## src/rtl/multicycle_ctrl_fsm.sv

```systemverilog
// Moore control FSM for a multicycle MIPS datapath over one shared instruction/data memory.
// Memory req/ready handshake with a stall timeout; outputs decode the state (plus mem_ready/zero/op where noted).
module multicycle_ctrl_fsm #(
  parameter int WAIT_LIMIT = 15,
  parameter int CNT_W      = 32
) (
  input  logic             clock,
  input  logic             reset_n,
  input  logic [5:0]       op,
  input  logic [5:0]       funct,
  input  logic             zero,
  input  logic             mem_ready,
  output logic             mem_req,
  output logic             mem_write,
  output logic             i_or_d,
  output logic             ir_write,
  output logic             pc_en,
  output logic [1:0]       pc_src,
  output logic             alu_src_a,
  output logic [1:0]       alu_src_b,
  output logic [2:0]       alu_control,
  output logic             reg_write,
  output logic             reg_dst,
  output logic             mem_to_reg,
  output logic             instr_retired,
  output logic             illegal_op,
  output logic             bus_error,
  output logic [CNT_W-1:0] retire_count
);

  localparam int WCW = (WAIT_LIMIT < 2) ? 1 : $clog2(WAIT_LIMIT + 1);
  localparam logic [WCW-1:0] LIM = WCW'(WAIT_LIMIT);

  localparam logic [5:0] OP_R    = 6'b000000;
  localparam logic [5:0] OP_LW   = 6'b100011;
  localparam logic [5:0] OP_SW   = 6'b101011;
  localparam logic [5:0] OP_ADDI = 6'b001000;
  localparam logic [5:0] OP_BEQ  = 6'b000100;
  localparam logic [5:0] OP_J    = 6'b000010;

  localparam logic [2:0] ALU_ADD = 3'b010;
  localparam logic [2:0] ALU_SUB = 3'b110;
  localparam logic [2:0] ALU_AND = 3'b000;
  localparam logic [2:0] ALU_OR  = 3'b001;
  localparam logic [2:0] ALU_SLT = 3'b111;

  typedef enum logic [3:0] {
    FETCH, DECODE, MEMADR, MEMRD, MEMWB, MEMWR,
    EXEC, ALUWB, ADDIEX, ADDIWB, BRANCH, JUMP
  } state_t;

  state_t         state;
  logic [WCW-1:0] wait_cnt;
  logic           mem_state;
  logic           timeout;
  logic           pc_write;
  logic           branch;

  assign mem_state = (state == FETCH) || (state == MEMRD) || (state == MEMWR);
  // With WAIT_LIMIT=0 the counter never leaves 0, so the limit term disables the timeout
  assign timeout   = (WAIT_LIMIT != 0) && mem_state && !mem_ready && (wait_cnt == LIM);

  always_comb begin
    mem_req       = 1'b0;
    mem_write     = 1'b0;
    i_or_d        = 1'b0;
    ir_write      = 1'b0;
    pc_write      = 1'b0;
    branch        = 1'b0;
    pc_src        = 2'b00;
    alu_src_a     = 1'b0;
    alu_src_b     = 2'b00;
    alu_control   = ALU_AND;
    reg_write     = 1'b0;
    reg_dst       = 1'b0;
    mem_to_reg    = 1'b0;
    instr_retired = 1'b0;
    illegal_op    = 1'b0;
    if (reset_n) begin
      case (state)
        FETCH: begin
          mem_req     = 1'b1;
          alu_src_b   = 2'b01;
          alu_control = ALU_ADD;
          ir_write    = mem_ready;
          pc_write    = mem_ready;
        end
        DECODE: begin
          alu_src_b   = 2'b11;
          alu_control = ALU_ADD;
          illegal_op  = !(op == OP_R || op == OP_LW || op == OP_SW ||
                          op == OP_ADDI || op == OP_BEQ || op == OP_J);
        end
        MEMADR, ADDIEX: begin
          alu_src_a   = 1'b1;
          alu_src_b   = 2'b10;
          alu_control = ALU_ADD;
        end
        MEMRD: begin
          mem_req = 1'b1;
          i_or_d  = 1'b1;
        end
        MEMWB: begin
          reg_write     = 1'b1;
          mem_to_reg    = 1'b1;
          instr_retired = 1'b1;
        end
        MEMWR: begin
          mem_req       = 1'b1;
          mem_write     = 1'b1;
          i_or_d        = 1'b1;
          instr_retired = mem_ready;
        end
        EXEC: begin
          alu_src_a = 1'b1;
          case (funct)
            6'b100000: alu_control = ALU_ADD;
            6'b100010: alu_control = ALU_SUB;
            6'b100100: alu_control = ALU_AND;
            6'b100101: alu_control = ALU_OR;
            6'b101010: alu_control = ALU_SLT;
            default:   alu_control = 3'b000;
          endcase
        end
        ALUWB: begin
          reg_write     = 1'b1;
          reg_dst       = 1'b1;
          instr_retired = 1'b1;
        end
        ADDIWB: begin
          reg_write     = 1'b1;
          instr_retired = 1'b1;
        end
        BRANCH: begin
          alu_src_a     = 1'b1;
          alu_control   = ALU_SUB;
          branch        = 1'b1;
          pc_src        = 2'b01;
          instr_retired = 1'b1;
        end
        JUMP: begin
          pc_write      = 1'b1;
          pc_src        = 2'b10;
          instr_retired = 1'b1;
        end
        default: ;
      endcase
    end
    bus_error = reset_n && timeout;
    pc_en     = pc_write | (branch & zero);
  end

  always_ff @(posedge clock) begin
    if (!reset_n) begin
      state        <= FETCH;
      wait_cnt     <= '0;
      retire_count <= '0;
    end else begin
      if (instr_retired)
        retire_count <= retire_count + CNT_W'(1);
      // Saturates at the limit; any completion, timeout or state change clears it
      if (mem_state && !mem_ready && wait_cnt != LIM)
        wait_cnt <= wait_cnt + WCW'(1);
      else
        wait_cnt <= '0;
      case (state)
        FETCH:  if (mem_ready) state <= DECODE;
        DECODE: begin
          case (op)
            OP_LW, OP_SW: state <= MEMADR;
            OP_R:         state <= EXEC;
            OP_ADDI:      state <= ADDIEX;
            OP_BEQ:       state <= BRANCH;
            OP_J:         state <= JUMP;
            default:      state <= FETCH;
          endcase
        end
        MEMADR: state <= (op == OP_LW) ? MEMRD : MEMWR;
        MEMRD: begin
          if (mem_ready)    state <= MEMWB;
          else if (timeout) state <= FETCH;
        end
        MEMWR:  if (mem_ready || timeout) state <= FETCH;
        EXEC:   state <= ALUWB;
        ADDIEX: state <= ADDIWB;
        default: state <= FETCH;
      endcase
    end
  end

endmodule

```

## config.mk

```make
export PLATFORM = sky130hd
export DESIGN_NAME = multicycle_ctrl_fsm
export DESIGN_NICKNAME = d
export VERILOG_FILES = /design/src/rtl/multicycle_ctrl_fsm.sv
export SDC_FILE = /design/constraint.sdc
export NUM_CORES = 1
export LEC_CHECK = 0
export BUFFER_PORTS_ARGS = -buffer_cell sky130_fd_sc_hd__buf_2
export CORE_MARGIN = 4
export CORE_UTILIZATION = 57
export DETAILED_ROUTE_END_ITERATION = 8
export PLACE_DENSITY = 0.84
export SYNTH_ARGS = -nofsm -noshare
export SYNTH_HDL_FRONTEND = slang
export SYNTH_SLANG_ARGS = --single-unit
export TNS_END_PERCENT = 100
```

## constraint.sdc

```tcl
create_clock -name clock -period 5.3 [get_ports clock]
set_input_delay 0 -clock clock [delete_from_list [all_inputs] [get_ports clock]]
set_output_delay 0 -clock clock [all_outputs]
set_load 0.02 [all_outputs]
```

==> flow_summary.ini, run 1 <==
[setup_path]
required_ps = 5460
r2r_start = state[2]$_SDFFE_PN0P_
path_delay_family = compound AO/OA/AOI/OAI gates
cp.buffers_inverters = 0
cp_max_fo = 21
crit_arrival_ps = 2540
cp_slowest_cell = dfxtp_1
path_cells = xor2_2, o2111ai_1, o311ai_0, o41ai_1
end_kind = flip-flop
critical_path_class = flip-flop to flip-flop
crit_path_start = state[2]$_SDFFE_PN0P_
cpPeakStageDelay_ps = 850
ff2ff_setup_slack_ps = 2920
critPathLaunchType = flip-flop

[die]
start_util_pct = 60.38
io_pins = 67
die_h_um = 73.79
core_um2 = 4086
fp.dieW_um = 73.79
rows = 23
design.die.area_um2 = 5445

[drt]
antenna_left = 0
drt_pre_antenna_iters = 4
vias_per_cell = 6.111
vias = 2524
drt_iter0_drc = 117
drc_errors = 0
wl_per_cell_um = 14.38
wirelength_um = 5939

[sta]
clock.fmax_ghz = 0.4209
hold_viol = 0
holdWs_ps = 51.45
period_needed_ps = 2376
worst_pin_slew_ps = 808.2
slew_violations = 0
slew_headroom_pct = 46.05
setup_viol = 0
skew_ps = 11.91
rsz0062_at_grt = no
period_share_pct = 44.83
fin_setup_tns_ps = 0

[place]
place_hpwl_um = 4250
dp.cells = 406
finalWeightedCongestion = 0.8863
port-buffer-count = 66

[synthesis]
ys_seq_area_share_pct = 32.45
synth_cell_types = 57
muxShareOfSynthArea_pct = 4.108
synth_xor_area_share_pct = 3.550
syn_area_um2 = 2467
syn_avg_cell_area_um2 = 7.959
synth_warnings = 0
synth_edf_count = 0
synth_fa_ha_area_share_pct = 1.014
syn-num-nets = 328
synth-simple-area-share_pct = 35.34
synth_flop_cell = dfxtp_1
ys_seq_elements = 40
synth_top_family_by_area = simple AND/OR/NAND/NOR gates
async_reset_ff_share_pct = 0
syn_inst = 310
synth_compound_area_share_pct = 18.66

[global_routing]
grt_pass1_vias = 2250
gr-total-overflow = 0
grt_max_degree = 33
grt_antenna_before_repair = 0
grt_pass1_wl_um = 10030
grtUsageTotal_pct = 22.86

[layout]
final_nets = 381
area_growth_syn_to_layout_pct = 15.26
fillCellCount = 370
drive_above_1_share_pct = 21.76
final_cell_mix = buf_2 (66), dfxtp_1 (40), nor2_1 (29)
multi_input_area_um2 = 1546
final_common_cell = buf_2
final-instance-count-excl-fill = 413
num_antenna_cells = 0
regArea_um2 = 800.8

[clock_network]
post_cts_buffers = 0
clk_pin_slew_worst_paths_ps = 80
cts_tree = yes
clk_path_buf_depth = 2
clock-sinks = 40
root_buffer = clkbuf_8
cts-resized-gates = 0
cts_hold_buffers = 0
numCtsBuffers = 5
clk_latency_ps = 300
h-tree-depth = 2

[job]
maxCapViolCount = 0

[power_and_ir_drop]
peakVddDrop_v = 0.00009953
powerDensity_nw_per_um2 = 193.6
leakage_nw = 1.117

[run_status]
status = completed

[min_path]
min_from = op[4]
hold_class = input port to flip-flop
-- sequential cells by signal (all words and copies together) (netlist names) --
name	cells
state	4
retire_count	32
wait_cnt	4
-- cell usage after synthesis (all sizes together), types with 2 or more instances --
library cell / n / area [µm²]
and3: 6 / 37.54
mux2i: 9 / 90.09
o21ai: 14 / 70.07
a31oi: 4 / 25.02
o41ai: 2 / 17.52
ha: 2 / 25.02
nand3: 12 / 60.06
nor4: 11 / 68.82
o2111ai: 2 / 23.77
or4: 7 / 52.55
xnor2: 3 / 26.28
nand2: 20 / 75.07
nor2: 29 / 108.9
nor3b: 2 / 15.01
buf: 7 / 45.04
and4: 6 / 52.55
dfxtp: 40 / 800.8
o31a: 2 / 17.52
nor3: 8 / 40.04
or3: 11 / 68.82
o311ai: 2 / 17.52
clkbuf: 13 / 48.80
o211ai: 2 / 28.78
o21a: 4 / 30.03
o31ai: 6 / 45.04
nand2b: 15 / 93.84
inv: 6 / 22.52
nand4: 16 / 100.1
and2: 6 / 37.54
a21oi: 20 / 100.1
xor2: 4 / 61.32
-- worst paths after layout --
| check | to | cells after the start |
|---|---|---|
| min | state[1]$_SDFFE_PN0P_ | 4 |
| min reg2reg | retire_count[31]$_SDFFE_PN0P_ | 2 |
| max | retire_count[19]$_SDFFE_PN0P_ | 4 |
| max reg2reg | retire_count[19]$_SDFFE_PN0P_ | 4 |
-- kinds of logic (layout without fill, tap and decap cells) --
| kind of cell | Yosys count | after routing |
|---|---|---|
| fa+ha+maj | 2 | 2 |
| mux | 10 | 10 |
| flops | 40 | 40 |
| xor+xnor | 7 | 7 |
| buf+inv | 27 | 80 |
| compound gates | 68 | 68 |
| simple gates | 156 | 156 |
-- power breakdown --
part / leakage, nW / total, W / internal, W / switching (W)
Sequential: 0.323 / 0.000308 / 0.000302 / 0.00000632
Combinational: 0.754 / 0.0000487 / 0.0000180 / 0.0000308
Clock: 0.0410 / 0.000193 / 0.0000896 / 0.000104
Total: 1.12 / 0.000550 / 0.000410 / 0.000141
-- metrics by stage --
stage	utilization [%]	area [µm²]	setup slack (ps)	power, W
after floorplan	-	2467	3374	0.0003465
after global placement	67.70	2766	3057	0.0003622
after detailed placement	67.70	2766	2933	0.0003637
after CTS	69.60	2844	2950	0.0005546
after global routing	69.60	2844	2747	0.0005765
final	69.60	2844	2924	0.0005505
-- metal layers --
layer  track usage [%]  part of all wire, %
met1             29.40                   45
met2             37.80                   47
met3             5.746                  6.6
met4             6.237                 0.83
met5                 0                    0
-- worst min-delay path, stage by stage --
cell and delay (ps):
buf_2 110, a21oi_1 60, nand2_1 60, a31oi_1 60
-- cell type report --
cell class,instances,share of cell area [%]
Inverter,7,0.9239
Clock buffer,6,2.552
Clock inverter,1,0.1760
Multi-Input combinational cell,243,54.38
Tap cell,50,2.200
Timing Repair Buffer,66,11.61
Sequential cell,40,28.16
No activity file was read; power rests on OpenSTA's default activity.
==> inputs of run 2 (changes only) <==
Settings changed: CORE_UTILIZATION 57 to 53, PLACE_DENSITY 0.84 to 0.79.
Clock period 5.3 ns to 2.3 ns, I/O delays scaled along.
==> run 2 against run 1 <==
Compared with the run above: via count is 0.40% higher; cell area is 2.6% higher; sequential share of layout area is 0.70 points lower; hold slack worse by 1.5 ps; routed wire length is 2.7% lower; cell count is 2.7% higher; largest power group unchanged.
==> flow_summary.ini, run 2 (same netlist as run 1, synthesis figures left out) <==
[setup_path]
critical_path_class = input port to output port
required_ps = 2300
crit_arrival_ps = 2040
end_kind = output port
critPathLaunchType = input port
cp_max_fo = 24

[power_and_ir_drop]
leakage_nw = 1.162
powerDensity_nw_per_um2 = 433.3
peakVddDrop_v = 0.0002021
power_w = 0.001264

[sta]
period_share_pct = 88.53
setup_viol = 0
rsz0062_at_grt = no
fin_setup_tns_ps = 0
clock.fmax_ghz = 0.4911
slew_headroom_pct = 48.41
slew_violations = 0
period_needed_ps = 2036
skew_ps = 5.071
worst_pin_slew_ps = 770.2
hold_viol = 0

[global_routing]
grt_max_degree = 33
grt_pass1_vias = 2239
met3_usage_pct = 4.610
grtUsageTotal_pct = 20.10
grt_pass1_wl_um = 10050
grt_antenna_before_repair = 0
gr-total-overflow = 0
met2_usage_pct = 33.22
met1_usage_pct = 26.59
top_usage_layer = met2

[clock_network]
h-tree-depth = 2
clk_path_buf_depth = 2
numCtsBuffers = 5
post_cts_buffers = 0
clk_pin_slew_worst_paths_ps = 70
root_buffer = clkbuf_8
clock-sinks = 40
cts_tree = yes
clk_latency_ps = 280

[drt]
drc_errors = 0
vias = 2534
drt_iter0_drc = 223
vias_per_cell = 5.976
drt_pre_antenna_iters = 5
wirelength_um = 5780
wl_per_cell_um = 13.63
antenna_left = 0

[die]
start_util_pct = 55.52
io_pins = 67
core_um2 = 4444
design.die.area_um2 = 5811
die_h_um = 76.23
fp.dieW_um = 76.23
rows = 24

[min_path]
hold_class = input port to flip-flop

[layout]
postLayoutCoreUtil_pct = 65.63
drive_above_1_share_pct = 23.39
final_nets = 390
fillCellCount = 388
regArea_um2 = 800.8
regMostFlops = retire_count
final_cell_mix = buf_2 (66), dfxtp_1 (40), nor2_1 (29)
final_common_cell = buf_2
area_growth_syn_to_layout_pct = 18.21
largestRegisters = retire_count (32), state (4), wait_cnt (4)
largest_register_ffs = 32
multi_input_area_um2 = 1546
num_antenna_cells = 0

[place]
port-buffer-count = 66
place_hpwl_um = 4259
finalWeightedCongestion = 0.8804

[run_status]
status = completed

[job]
maxCapViolCount = 0
==> run 2: timing repair <==
action	4_1_cts	5_1_grt
endpoints found under the hold margin	1	0
hold buffers	1	0
gates resized for setup	0	0
==> run 2: cell type report <==
class                   instances  share of cell area, %
clock buffers                   6                  2.488
multi-input cells             243                  53.02
well taps                      52                  2.231
inverters                       7                 0.9009
flip-flops and latches         40                  27.46
clock inverters                 1                 0.1716
repair buffers                 75                  13.73
==> run 2: through the flow <==
stage | setup WS [ps] | cell area [µm²] | hold WS, ps | instances
2_1_floorplan | 374.0 | 2467 | 178.4 | 310
3_3_place_gp | 402.7 | 2829 | 296.4 | 416
3_5_place_dp | 289.2 | 2829 | 299.2 | 416
4_1_cts | 280.1 | 2917 | 46.66 | 424
5_1_grt | 123.8 | 2917 | 78.82 | 424
6_report | 263.8 | 2917 | 49.91 | 424
==> run 2: path summary, 6_finish.rpt <==
check                                                  start                            end  slack [ps]  cells after the start
worst max-delay path                                 reset_n                 alu_control[1]         260                      7
worst max register to register  retire_count[6]$_SDFFE_PN0P_  retire_count[31]$_SDFFE_PN0P_         310                      4
worst min-delay path                                   op[4]          state[1]$_SDFFE_PN0P_          50                      4
worst min register to register        wait_cnt[0]$_SDFF_PN0_         wait_cnt[0]$_SDFF_PN0_         470                      1
==> run 2: layer usage <==
metal  vias to the layer above  wire length (µm)
met2                        77              2738
li1                       1293                 -
met4                         0                18
met1                      1162              2652
met3                         2               371
met5                         -                 0
==> run 2: where the power goes <==
part,leakage (nW),total (W),switching (W),internal [W]
logic,0.799,0.000127,0.0000800,0.0000472
registers,0.323,0.000702,0.00000572,0.000696
clock network,0.0410,0.000435,0.000228,0.000206
==> run 2: critical path, cell delays in order <==
cell and delay (ps):
dlygate4sd3_1 540, buf_2 170, buf_4 270, nand2b_1 130, or4_1 540, o21ai_0 180, buf_2 190
